--- config.mk ---
export PLATFORM = sky130hd
export DESIGN_NAME = hazard_ctrl
export DESIGN_NICKNAME = d
export VERILOG_FILES = /design/src/rtl/hazard_pkg.sv /design/src/rtl/reg_match.sv /design/src/rtl/hazard_ctrl.sv
export SDC_FILE = /design/constraint.sdc
export NUM_CORES = 1
export LEC_CHECK = 0
export CORE_ASPECT_RATIO = 0.75
export CORE_MARGIN = 4
export CORE_UTILIZATION = 35
export DETAILED_ROUTE_END_ITERATION = 6
export MAX_ROUTING_LAYER = met4
export PLACE_DENSITY = 0.87
export REMOVE_ABC_BUFFERS = 1
export SLEW_MARGIN = 0
export SYNTH_ARGS = -nofsm -noshare
export SYNTH_HDL_FRONTEND = slang
export SYNTH_HIERARCHICAL = 1
export SYNTH_SLANG_ARGS = --single-unit
--- constraint.sdc ---
create_clock -name clk -period 2.2 [get_ports clk]
set_clock_uncertainty 0.2 [all_clocks]
set_input_delay 0.33 -clock clk [delete_from_list [all_inputs] [get_ports clk]]
set_output_delay 0.33 -clock clk [all_outputs]
set_load 0.02 [all_outputs]
--- src/rtl/hazard_pkg.sv ---
// Shared types and constants for the pipeline hazard controller.
package hazard_pkg;
  typedef enum logic [1:0] {
    FWD_REG = 2'b00,
    FWD_WB  = 2'b01,
    FWD_MEM = 2'b10
  } fwd_sel_t;

  typedef logic [1:0] haz_state_t;
  localparam haz_state_t RUN      = 2'd0;
  localparam haz_state_t MEM_WAIT = 2'd1;
  localparam haz_state_t FLUSH    = 2'd2;

  localparam logic [4:0] XZR = 5'd31;
endpackage

--- src/rtl/reg_match.sv ---
// Register-match comparator: hit when a writer targets the read register (XZR never hits).
module reg_match
  import hazard_pkg::*;
(
  input  logic [4:0] a,
  input  logic [4:0] b,
  input  logic       we,
  output logic       hit
);
  assign hit = we && (a == b) && (a != XZR);
endmodule

--- src/rtl/hazard_ctrl.sv ---
// Pipeline hazard controller: forwarding selects, load-use interlock, memory stall, branch flush.
// HAZ_STATS_EN adds saturating stall/flush cycle counters.
module hazard_ctrl
  import hazard_pkg::*;
#(
  parameter int FLUSH_CYCLES = 2,
  parameter int CNT_W        = 16
) (
  input  logic       clk,
  input  logic       reset_n,
  input  logic       id_valid,
  input  logic [4:0] Rn_ID,
  input  logic [4:0] Rm_ID,
  input  logic       uses_Rm_ID,
  input  logic [4:0] Rn_EX,
  input  logic [4:0] Rm_EX,
  input  logic [4:0] Rd_EX,
  input  logic       RegWrite_EX,
  input  logic       MemRead_EX,
  input  logic [4:0] Rd_MEM,
  input  logic       RegWrite_MEM,
  input  logic       MemReq_MEM,
  input  logic       mem_ready,
  input  logic [4:0] Rd_WB,
  input  logic       RegWrite_WB,
  input  logic       br_taken_EX,
  output logic [1:0] ForwardA,
  output logic [1:0] ForwardB,
  output logic       stall_pc,
  output logic       stall_ifid,
  output logic       stall_idex,
  output logic       stall_exmem,
  output logic       bubble_ex,
  output logic       bubble_wb,
  output logic       flush_ifid
`ifdef HAZ_STATS_EN
  ,
  output logic [CNT_W-1:0] stall_cnt,
  output logic [CNT_W-1:0] flush_cnt
`endif
);
  localparam int FC_W = (FLUSH_CYCLES > 1) ? $clog2(FLUSH_CYCLES) : 1;
  localparam logic [FC_W-1:0] RELOAD = FC_W'(FLUSH_CYCLES - 1);

  // Comparator slots: 0/1 ForwardA MEM/WB, 2/3 ForwardB MEM/WB, 4/5 load-use Rn/Rm.
  logic [5:0][4:0] mA, mB;
  logic [5:0]      mWe, mHit;

  assign mA  = {Rm_ID, Rn_ID, Rm_EX, Rm_EX, Rn_EX, Rn_EX};
  assign mB  = {Rd_EX, Rd_EX, Rd_WB, Rd_MEM, Rd_WB, Rd_MEM};
  assign mWe = {RegWrite_EX, RegWrite_EX, RegWrite_WB, RegWrite_MEM, RegWrite_WB, RegWrite_MEM};

  reg_match uMatch [5:0] (.a(mA), .b(mB), .we(mWe), .hit(mHit));

  fwd_sel_t fwdA, fwdB;
  always_comb begin
    fwdA = FWD_REG;
    fwdB = FWD_REG;
    if (reset_n) begin
      if (mHit[0])      fwdA = FWD_MEM;
      else if (mHit[1]) fwdA = FWD_WB;
      if (mHit[2])      fwdB = FWD_MEM;
      else if (mHit[3]) fwdB = FWD_WB;
    end
  end
  assign ForwardA = fwdA;
  assign ForwardB = fwdB;

  haz_state_t       st, stNext;
  logic [FC_W-1:0]  cnt, cntNext;
  logic             brPend, brPendNext;
  logic             luHold;
  logic             miss, brAny, loadUse;
  logic             stallMem, luStall, flush, bubEx;

  assign miss    = MemReq_MEM && !mem_ready;
  assign brAny   = br_taken_EX || brPend;
  assign loadUse = id_valid && MemRead_EX && (mHit[4] || (uses_Rm_ID && mHit[5]));

  always_comb begin
    stNext     = st;
    cntNext    = cnt;
    brPendNext = brPend;
    stallMem   = 1'b0;
    luStall    = 1'b0;
    flush      = 1'b0;
    bubEx      = 1'b0;
    case (st)
      RUN: begin
        if (miss) begin
          stallMem   = 1'b1;
          brPendNext = brAny;
          stNext     = MEM_WAIT;
        end else if (brAny) begin
          flush      = 1'b1;
          bubEx      = 1'b1;
          brPendNext = 1'b0;
          if (FLUSH_CYCLES > 1) begin
            cntNext = RELOAD;
            stNext  = FLUSH;
          end
        end else if (loadUse && !luHold) begin
          // luHold models the bubble the stall just pushed into EX
          luStall = 1'b1;
          bubEx   = 1'b1;
        end
      end
      MEM_WAIT: begin
        // EX is frozen, so a branch seen here is remembered for after the wait
        brPendNext = brAny;
        if (!mem_ready) stallMem = 1'b1;
        else            stNext   = (cnt != '0) ? FLUSH : RUN;
      end
      FLUSH: begin
        if (miss) begin
          stallMem   = 1'b1;
          brPendNext = brAny;
          stNext     = MEM_WAIT;
        end else if (brAny) begin
          flush      = 1'b1;
          brPendNext = 1'b0;
          cntNext    = RELOAD;
          if (FLUSH_CYCLES <= 1) stNext = RUN;
        end else begin
          flush = 1'b1;
          if (cnt <= FC_W'(1)) begin
            cntNext = '0;
            stNext  = RUN;
          end else begin
            cntNext = cnt - FC_W'(1);
          end
        end
      end
      default: stNext = RUN;
    endcase
  end

  always_ff @(posedge clk) begin
    if (!reset_n) begin
      st     <= RUN;
      cnt    <= '0;
      brPend <= 1'b0;
      luHold <= 1'b0;
    end else begin
      st     <= stNext;
      cnt    <= cntNext;
      brPend <= brPendNext;
      luHold <= luStall;
    end
  end

  assign stall_pc    = reset_n && (stallMem || luStall);
  assign stall_ifid  = reset_n && (stallMem || luStall);
  assign stall_idex  = reset_n && stallMem;
  assign stall_exmem = reset_n && stallMem;
  assign bubble_wb   = reset_n && stallMem;
  assign bubble_ex   = reset_n && bubEx;
  assign flush_ifid  = reset_n && flush;

`ifdef HAZ_STATS_EN
  always_ff @(posedge clk) begin
    if (!reset_n) begin
      stall_cnt <= '0;
      flush_cnt <= '0;
    end else begin
      if (stall_pc && (stall_cnt != '1))   stall_cnt <= stall_cnt + 1'b1;
      if (flush_ifid && (flush_cnt != '1)) flush_cnt <= flush_cnt + 1'b1;
    end
  end
`endif
endmodule

==> metrics <==
Arr. time, crit path=1660 ps; I/O Buffers=between 50 and 60; Worst Hold Class=input port to register; f_max=458 MHz; Detailed Route Iter0 Violations=32; Least-Margin Pin Slew=331 ps; crit path time final=about 2200 ps; Initial Util=38.9%; # nets final=around 220; hold-fix buffers at CTS=0; global-route usage over all layers=20.9%; Synth area leaders=xnor2_1 (19%), dfxtp_1 (12%), xnor2_2 (12%); Mapped Area=between 800 and 900 um2; via count=around 1,000; worst hold path depth=3; biggest area consumer among synthesized cells=xnor2_1; Die Wd=64.0 um; area of the die=about 3200 um2; headroom to the max-slew limit=between 70% and 80%; total wire length=3.50 mm; CTS tree=built; largest net degree at the start of global routing=8; diode count=0; Root Driver=clkbuf_4; maximum VDD drop=approximately 0.00033 V; drt via density=4.97; Yosys top cell area share=19.1%; Worst setup SP type=input port; vias in the first global route=~1,100; fin crit share=roughly 99%; initial antenna violation count=0; total core area=between 2000 and 2500 um2; Crit path depth=6; total power=around 0.00046 W; CTS Buffer Depth=2; PwrDens=~320 nW/um2; Clock Sinks=5; Final ANT Viol Nets=0; Mapped Cells=~110; R2R setup slack=around 980 ps; Top Family by Delay on Critical Path=buffers and inverters; EDFF count, synth=0; final hold viol count=0; Critical Path End Type=output port; Slew Limit Fails=0; setup repair bufs after CTS=0; Post-synth top flop=dfxtp_1; Clk Latency, worst-skew pair=240 ps; hold slack=369 ps; num rows=14; critical path type=input port to output port; number of H-tree levels=1; Synth Register Bits=5; worst-path cell chain=clkdlybuf4s50_1 -> xnor2_1 -> nand3_1 -> nor3_2 -> and3b_1 -> buf_2; Critical-path top delay cell=clkdlybuf4s50_1; drt wl/cell=about 17 um; GP Congestion=~0.79; asr flop ratio synth=0%; max_cap viols=0; Ys Warns=6; First-pass DRT Iterations=4; clock buffer count from CTS=3; register area share after synthesis=12.1%; IO Pins=57; status=complete, no violations; CP Buf/Inv Count=2; total gr overflow=0; die height=50.0 um; CP max stage delay=approximately 450 ps; CP Data Required Time=approximately 1700 ps; Reg clk slew, reported paths=approximately 40 ps; total leakage power=0.688 nW; first-pass GRT wire length=just over 5 mm; Worst Path Max Fanout=2; DRC viols=0; count of final setup violators=0; R2R depth=3; Placed Instances=slightly below 200; Layout area overhead=78.0%; post-synth cell types=27; syn_area_per_cell=7.71 um2; layout cells sized above 1=37.4%; count of non-filler cells in the finished layout=between 200 and 250; dpl hpwl=around 2.9 mm
worst reg2reg max path: stages (launching register included):
cell	delay, ps
dfxtp_1	440
nor2_1	120
buf_4	150
nor3b_1	210
cells in the mapped netlist, types with 2 or more instances:
master / n
nor3_2: 6
nand4_1: 6
nand3_1: 6
nand2b_1: 2
nor2_1: 10
and2_1: 8
nor3_1: 3
nand2_1: 10
xnor2_1: 18
buf_4: 3
dfxtp_1: 5
a21oi_1: 9
o21a_1: 2
xnor2_2: 6
final cells by class:
class                   instances  area, um2
clock buffers                   4       26.3
fillers                       196        652
inverters                       1       3.75
multi-input cells              97        758
flip-flops and latches          5        100
well taps                      32       40.0
repair buffers                 64        539
cells by family after synthesis:
kind of cell,synth area share [%]
and+or+nand+nor,41.3
xor gates and xnor gates,31.0
AOI/OAI and AO/OA,11.8
DFF,12.1
buffers and inverters,3.79
registers in the layout (all words and copies together) (netlist names):
| register | flops |
|---|---|
| cnt | 1 |
| st | 2 |
| brPend | 1 |
| luHold | 1 |
worst paths after layout:
check	startpoint	to
hold reg to reg	cnt$_SDFFE_PN0P_	cnt$_SDFFE_PN0P_
setup / recovery	Rm_EX[3]	ForwardB[0]
setup reg to reg	st[0]$_SDFFE_PN0P_	brPend$_SDFFE_PN0P_
hold / removal	reset_n	cnt$_SDFFE_PN0P_
metal layers:
layer | part of all wire, % | global-route usage [%] | wire, um
met2 | 56 | 39.1 | 1950
met1 | 40 | 23.2 | 1400
met5 | 0 | - | 0
met3 | 3.8 | 3.64 | 133
met4 | 0.34 | 4.30 | 12
placed cells by master (no fill, tap or decap), types with 2 or more instances in the layout:
cell type and count:
a21oi_1 5, a21oi_2 5, and2_1 5, and2_4 3
buf_2 7, buf_4 9, buf_6 4, clkbuf_2 10
clkbuf_4 3, clkdlybuf4s50_1 11, dfxtp_1 5, dlygate4sd2_1 15
dlymetal6s2s_1 8, nand2_1 10, nand2b_1 2, nand3_1 5
nand4_1 6, nor2_1 9, nor3_1 2, nor3_2 7
o21a_1 2, xnor2_1 14, xnor2_2 10
per-stage QoR:
| step | setup WS [ps] | utilization [%] | TNS (ps) | instance area [um2] |
|---|---|---|---|---|
| 2_1_floorplan | 146 | - | 0 | 797 |
| 3_3_place_gp | -779 | 68.8 | -4960 | 1460 |
| 3_5_place_dp | -908 | 68.8 | -5450 | 1460 |
| 4_1_cts | -28.9 | 69.1 | -28.9 | 1460 |
| 5_1_grt | -59.9 | 69.2 | -122 | 1470 |
| 6_report | 14.9 | 69.2 | 0 | 1470 |
power by group:
group,leakage (nW),switching (W),internal (W)
sequential,0.0411,0.00000551,0.0000957
combinational,0.632,0.000119,0.000137
clock,0.0150,0.0000391,0.0000687
total,0.688,0.000163,0.000302
what timing repair did:
item / CTS / global route
resized for setup: 78 / 47
pin swaps: 16 / 21
gates cloned: 0 / 0
setup endpoints to repair: 11 / 9
No activity file was read; power rests on OpenSTA's default activity.
==> patch 1, RTL diff (config.mk and constraints unchanged) <==
The parameter `FLUSH_CYCLES` goes from 2 to 1.
--- a/src/rtl/hazard_ctrl.sv
+++ b/src/rtl/hazard_ctrl.sv
@@ -3,7 +3,7 @@
 module hazard_ctrl
   import hazard_pkg::*;
 #(
-  parameter int FLUSH_CYCLES = 2,
+  parameter int FLUSH_CYCLES = 1,
   parameter int CNT_W        = 16
 ) (
   input  logic       clk,
Check against the original RTL: not equivalent (a bounded check fails within 4 cycles, from zero or initial values and one cycle with reset_n low).
==> patch 1 against the unedited design <==
- the run now ends with negative setup slack left
- synthesized area down 14%
- combinational power down 5%
- setup slack worse by 0.063 ns
- critical path depth up 2
- wire length down 17%
- final area down 6.7%
- global-route usage down 0.91 points
- via count down 8.8%
- register-to-register slack better by 0.14 ns
- hold slack worse by 0.086 ns
- total power down 14%
- synthesized cell count down 11%
- sequential cell count down 2
- largest power group unchanged
==> patch 1: results (changes against the unedited design) <==
Final WS setup: -0.04770 ns (was 0.01493 ns)
H-tree Lvls: 1 (unchanged)
first-pass GRT wire length: 3.967 mm (was 5.140 mm)
number of global-route vias before repair: 917 (was 1057)
top post-synthesis cells by count: 18 x xnor2_1, 11 x nor2_1, 9 x nand2_1 (was 18 x xnor2_1, 10 x nand2_1, 10 x nor2_1)
slowest CP cell: or3_4 (was clkdlybuf4s50_1)
hold_sp: st[0] (was reset_n)
Post-Synth XOR/XNOR Area: 35.85% (was 30.96%)
WL/cell: 16.33 um (was 17.26 um)
gr usage total: 20.04% (was 20.95%)
DPL Wire Length: 2.443 mm (was 2.863 mm)
family with the most delay on the worst path: simple AND/OR/NAND/NOR gates (was buffers and inverters)
Critical Path Max Stage Delay: 0.40 ns (was 0.45 ns)
Area contributors post-synth: xnor2_1 22%, xnor2_2 14%, dfxtp_1 8.4% (was xnor2_1 19%, dfxtp_1 12%, xnor2_2 12%)
setup TNS: -0.04770 ns (was 0 ns)
failing checks: negative setup slack
Final Wtd Congestion: 0.7896 (was 0.7876)
final-stage net count: 204 (was 218)
final setup vio count: 1 (was 0)
Worst Tran Pin Value: 0.3193 ns (was 0.3308 ns)
outcome: finished, violations left (was finished clean)
crit-path max FO: 4 (was 2)
sequential share of the synthesized area: 8.436% (was 12.14%)
initial DRC count: 27 (was 32)
pin count of the biggest net entering global routing: 6 (was 8)
Netlist cell types: 20 (was 27)
metal3 WL: 137 um (was 133 um)
met1 wire length: 1.212 mm (was 1.403 mm)
Hold Path Class: flip-flop to flip-flop (was primary input to flip-flop)
origin of the critical flop-to-flop path: luHold (was st[0])
Compound-Gate Fraction of Synth Area: 9.139% (was 11.84%)
share of cells above drive strength 1: 34.39% (was 37.43%)
Peak VDD IR: 0.0003078 V (was 0.0003283 V)
Via density: 5.134 (was 4.966)
leakage power: 0.0006086 uW (was 0.0006876 uW)
Setup crit start: Rd_EX[3] (was Rm_EX[3])
patch 1: layout make-up:
cell class,instances,area (um^2)
timing repair buffer,61,545.5
tap,22,27.53
sequential,3,60.06
inverter,1,3.754
fill,132,451.7
clock buffer,4,26.28
multi-input combinational,88,706.9
patch 1: path summary, 6_finish.rpt:
kind / end / cells after the start / slack [ns]
worst max-delay path: bubble_ex / 8 / -0.05
worst min-delay path: brPend / 2 / 0.28
worst max register to register: luHold / 2 / 1.12
worst min register to register: brPend / 2 / 0.28
patch 1: cells by family (layout without fill, tap and decap cells):
kind of cell,after synthesis,count (layout)
buffers and inverters,4,66
flip-flops,3,3
AND/OR/NAND/NOR,53,53
XOR/XNOR,24,24
AO/OA/AOI/OAI,11,11
patch 1: timing repair:
action	CTS	global route
setup endpoints to repair	11	8
resized for setup	107	31
pin swaps	23	17
patch 1: per-stage QoR:
step	total power, uW	setup slack (ns)	instance area [um^2]	std cells
2_1_floorplan	152.2	-0.5734	689.4	92
3_3_place_gp	287.1	-0.8332	1315	175
3_5_place_dp	293.1	-0.8837	1315	175
4_1_cts	379.8	0.002586	1287	179
5_1_grt	425.3	-0.07214	1370	179
6_report	400.8	-0.04770	1370	179
patch 1: power breakdown:
part | switching, uW | total (uW) | leakage, uW | internal, uW
Sequential | 1.31 | 57.7 | 0.0000245 | 56.4
Combinational | 107 | 242 | 0.000569 | 135
Clock | 32.7 | 101 | 0.0000150 | 68.3
patch 1: tightest hold or removal path, delay by kind of cell (launching register included):
kind                   cells  cell delay (ns)
AO/OA/AOI/OAI              1             0.05
buffers and inverters      1             0.05
flip-flops                 1             0.32
patch 1: metal layers:
layer / track usage (%) / up-vias
li1: - / 447
met1: 22.82 / 433
met2: 34.70 / 31
met3: 4.121 / 8
met4: 7.965 / 0
met5: - / -
==> patch 2, RTL diff (config.mk and constraints unchanged) <==
Without the edit above. Build with the macro `HAZ_STATS_EN` defined.
--- a/src/rtl/hazard_ctrl.sv
+++ b/src/rtl/hazard_ctrl.sv
@@ -1,5 +1,7 @@
 // Pipeline hazard controller: forwarding selects, load-use interlock, memory stall, branch flush.
 // HAZ_STATS_EN adds saturating stall/flush cycle counters.
+`define HAZ_STATS_EN
+
 module hazard_ctrl
   import hazard_pkg::*;
 #(
Behaviour (old outputs only; new: flush_cnt and stall_cnt): unchanged (Yosys induction, for registers that start in step).
==> patch 2 against the unedited design <==
- fmax increased by 0.50%
- via count increased to 2.6 times the old value
- total power increased to 3.3 times the old value
- setup slack better by 0.011 ns
- final area rose to 2.5 times the old value
- synthesized area increased to 2.9 times the old value
- wire length grew 110%
- sequential cell count grew 32
- sequential share of layout area increased by 13 points
- critical endpoint is now stall_ifid
==> patch 2: results (changes against the unedited design) <==
Hold Path Depth: 2 (was 3)
number of global-route vias before repair: 2550 (was 1057)
final wirelength: 7.203 mm (was 3.503 mm)
CTS root buffer: clkbuf_8 (was clkbuf_4)
family with the most delay on the worst path: compound AO/OA/AOI/OAI gates (was buffers and inverters)
relative slew slack: 76.98% (was 77.78%)
Netlist cell types: 47 (was 27)
top post-synthesis cells by count: 37 x dfxtp_1, 29 x nand2_1, 23 x xnor2_1 (was 18 x xnor2_1, 10 x nand2_1, 10 x nor2_1)
final-stage net count: 452 (was 218)
sequential share of power: 45.3% (was 21.8%)
Hold Path Class: flip-flop to flip-flop (was primary input to flip-flop)
Filler cells: 562 (was 196)
first-pass GRT wire length: 11.83 mm (was 5.140 mm)
H-tree Lvls: 2 (was 1)
switching share of power: 27.02% (was 35.14%)
met1 wire length: 3.060 mm (was 1.403 mm)
slowest CP cell: a31oi_4 (was clkdlybuf4s50_1)
Clock Latency Late Sink: 0.29 ns (was 0.24 ns)
IO Port Bufs: 88 (was 56)
DPL Wire Length: 5.497 mm (was 2.863 mm)
Critical Path AT: 1.64 ns (was 1.66 ns)
crit-path max FO: 4 (was 2)
gr usage total: 18.32% (was 20.95%)
outcome: finished clean (unchanged)
Area contributors post-synth: dfxtp_1 31%, xnor2_1 8.4%, nand3_1 4.6% (was xnor2_1 19%, dfxtp_1 12%, xnor2_2 12%)
TritonCTS buffer count: 5 (was 3)
-- patch 2: cell types whose count changed after synthesis, moves of 6 or more --
cell     before  now
and3_1        0    6
nand3_1       6   22
or3_1         0    6
nor2_1       10   17
mux2i_1       0    7
o21ai_0       0    8
nand2_1      10   29
a21oi_1       9   20
dfxtp_1       5   37
-- patch 2: worst paths after layout --
check / startpoint / to / slack [ns]
max: Rd_EX[4] / stall_ifid / 0.03
min: cnt / cnt / 0.26
max reg2reg: stall_cnt[1] / stall_cnt[9] / 0.10
min reg2reg: cnt / cnt / 0.26
-- patch 2: repair_timing --
item | in CTS | in global routing
hold buffers | 0 | 0
hold endpoints to repair | 0 | 0
pin swaps | 25 | 11
gates resized for setup | 149 | 22
setup buffers | 1 | 1
cloned | 2 | 0
endpoints found under the setup margin | 29 | 22
-- patch 2: tightest hold or removal path, cell delays in order (launching register included) --
cell and delay [ns]:
dfxtp_1 0.31, nand2_1 0.05, a21oi_1 0.06
-- patch 2: per-stage QoR --
| step | instances | utilization (%) | power [uW] | setup slack [ns] |
|---|---|---|---|---|
| after floorplan | 278 | - | 839.7 | -0.7576 |
| after global placement | 474 | 54.49 | 1024 | -0.8637 |
| after detailed placement | 474 | 54.49 | 1035 | -1.035 |
| after CTS | 484 | 56.46 | 1522 | -0.06545 |
| after global routing | 485 | 57.74 | 1590 | -0.04592 |
| final | 485 | 57.74 | 1523 | 0.02584 |
-- patch 2: routing by layer --
layer	global-route usage (%)	up-vias
met5	-	-
met4	7.374	0
met3	3.406	18
met2	29.90	93
met1	22.21	1208
li1	-	1297
-- patch 2: area by class of cell --
cell class              count  area share (%)
inverters                   5          0.5020
repair buffers            119           29.28
multi-input cells         236           45.38
flip-flops and latches     37           19.81
clock buffers               7           2.309
well taps                  81           2.711
-- patch 2: power groups by stage --
stage	Combinational, uW	Sequential (uW)	Clock, uW
2_1_floorplan	129	710	0
3_3_place_gp	319	706	0
3_5_place_dp	329	706	0
4_1_cts	336	691	495
5_1_grt	370	692	528
6_report	346	691	487
-- patch 2: cells by family after synthesis --
| kind of cell | synth area share, % |
|---|---|
| mux | 2.927 |
| compound gates | 14.38 |
| xor+xnor | 13.23 |
| simple gates | 34.08 |
| buf+inv | 3.398 |
| fa+ha+maj | 1.045 |
| flops | 30.95 |
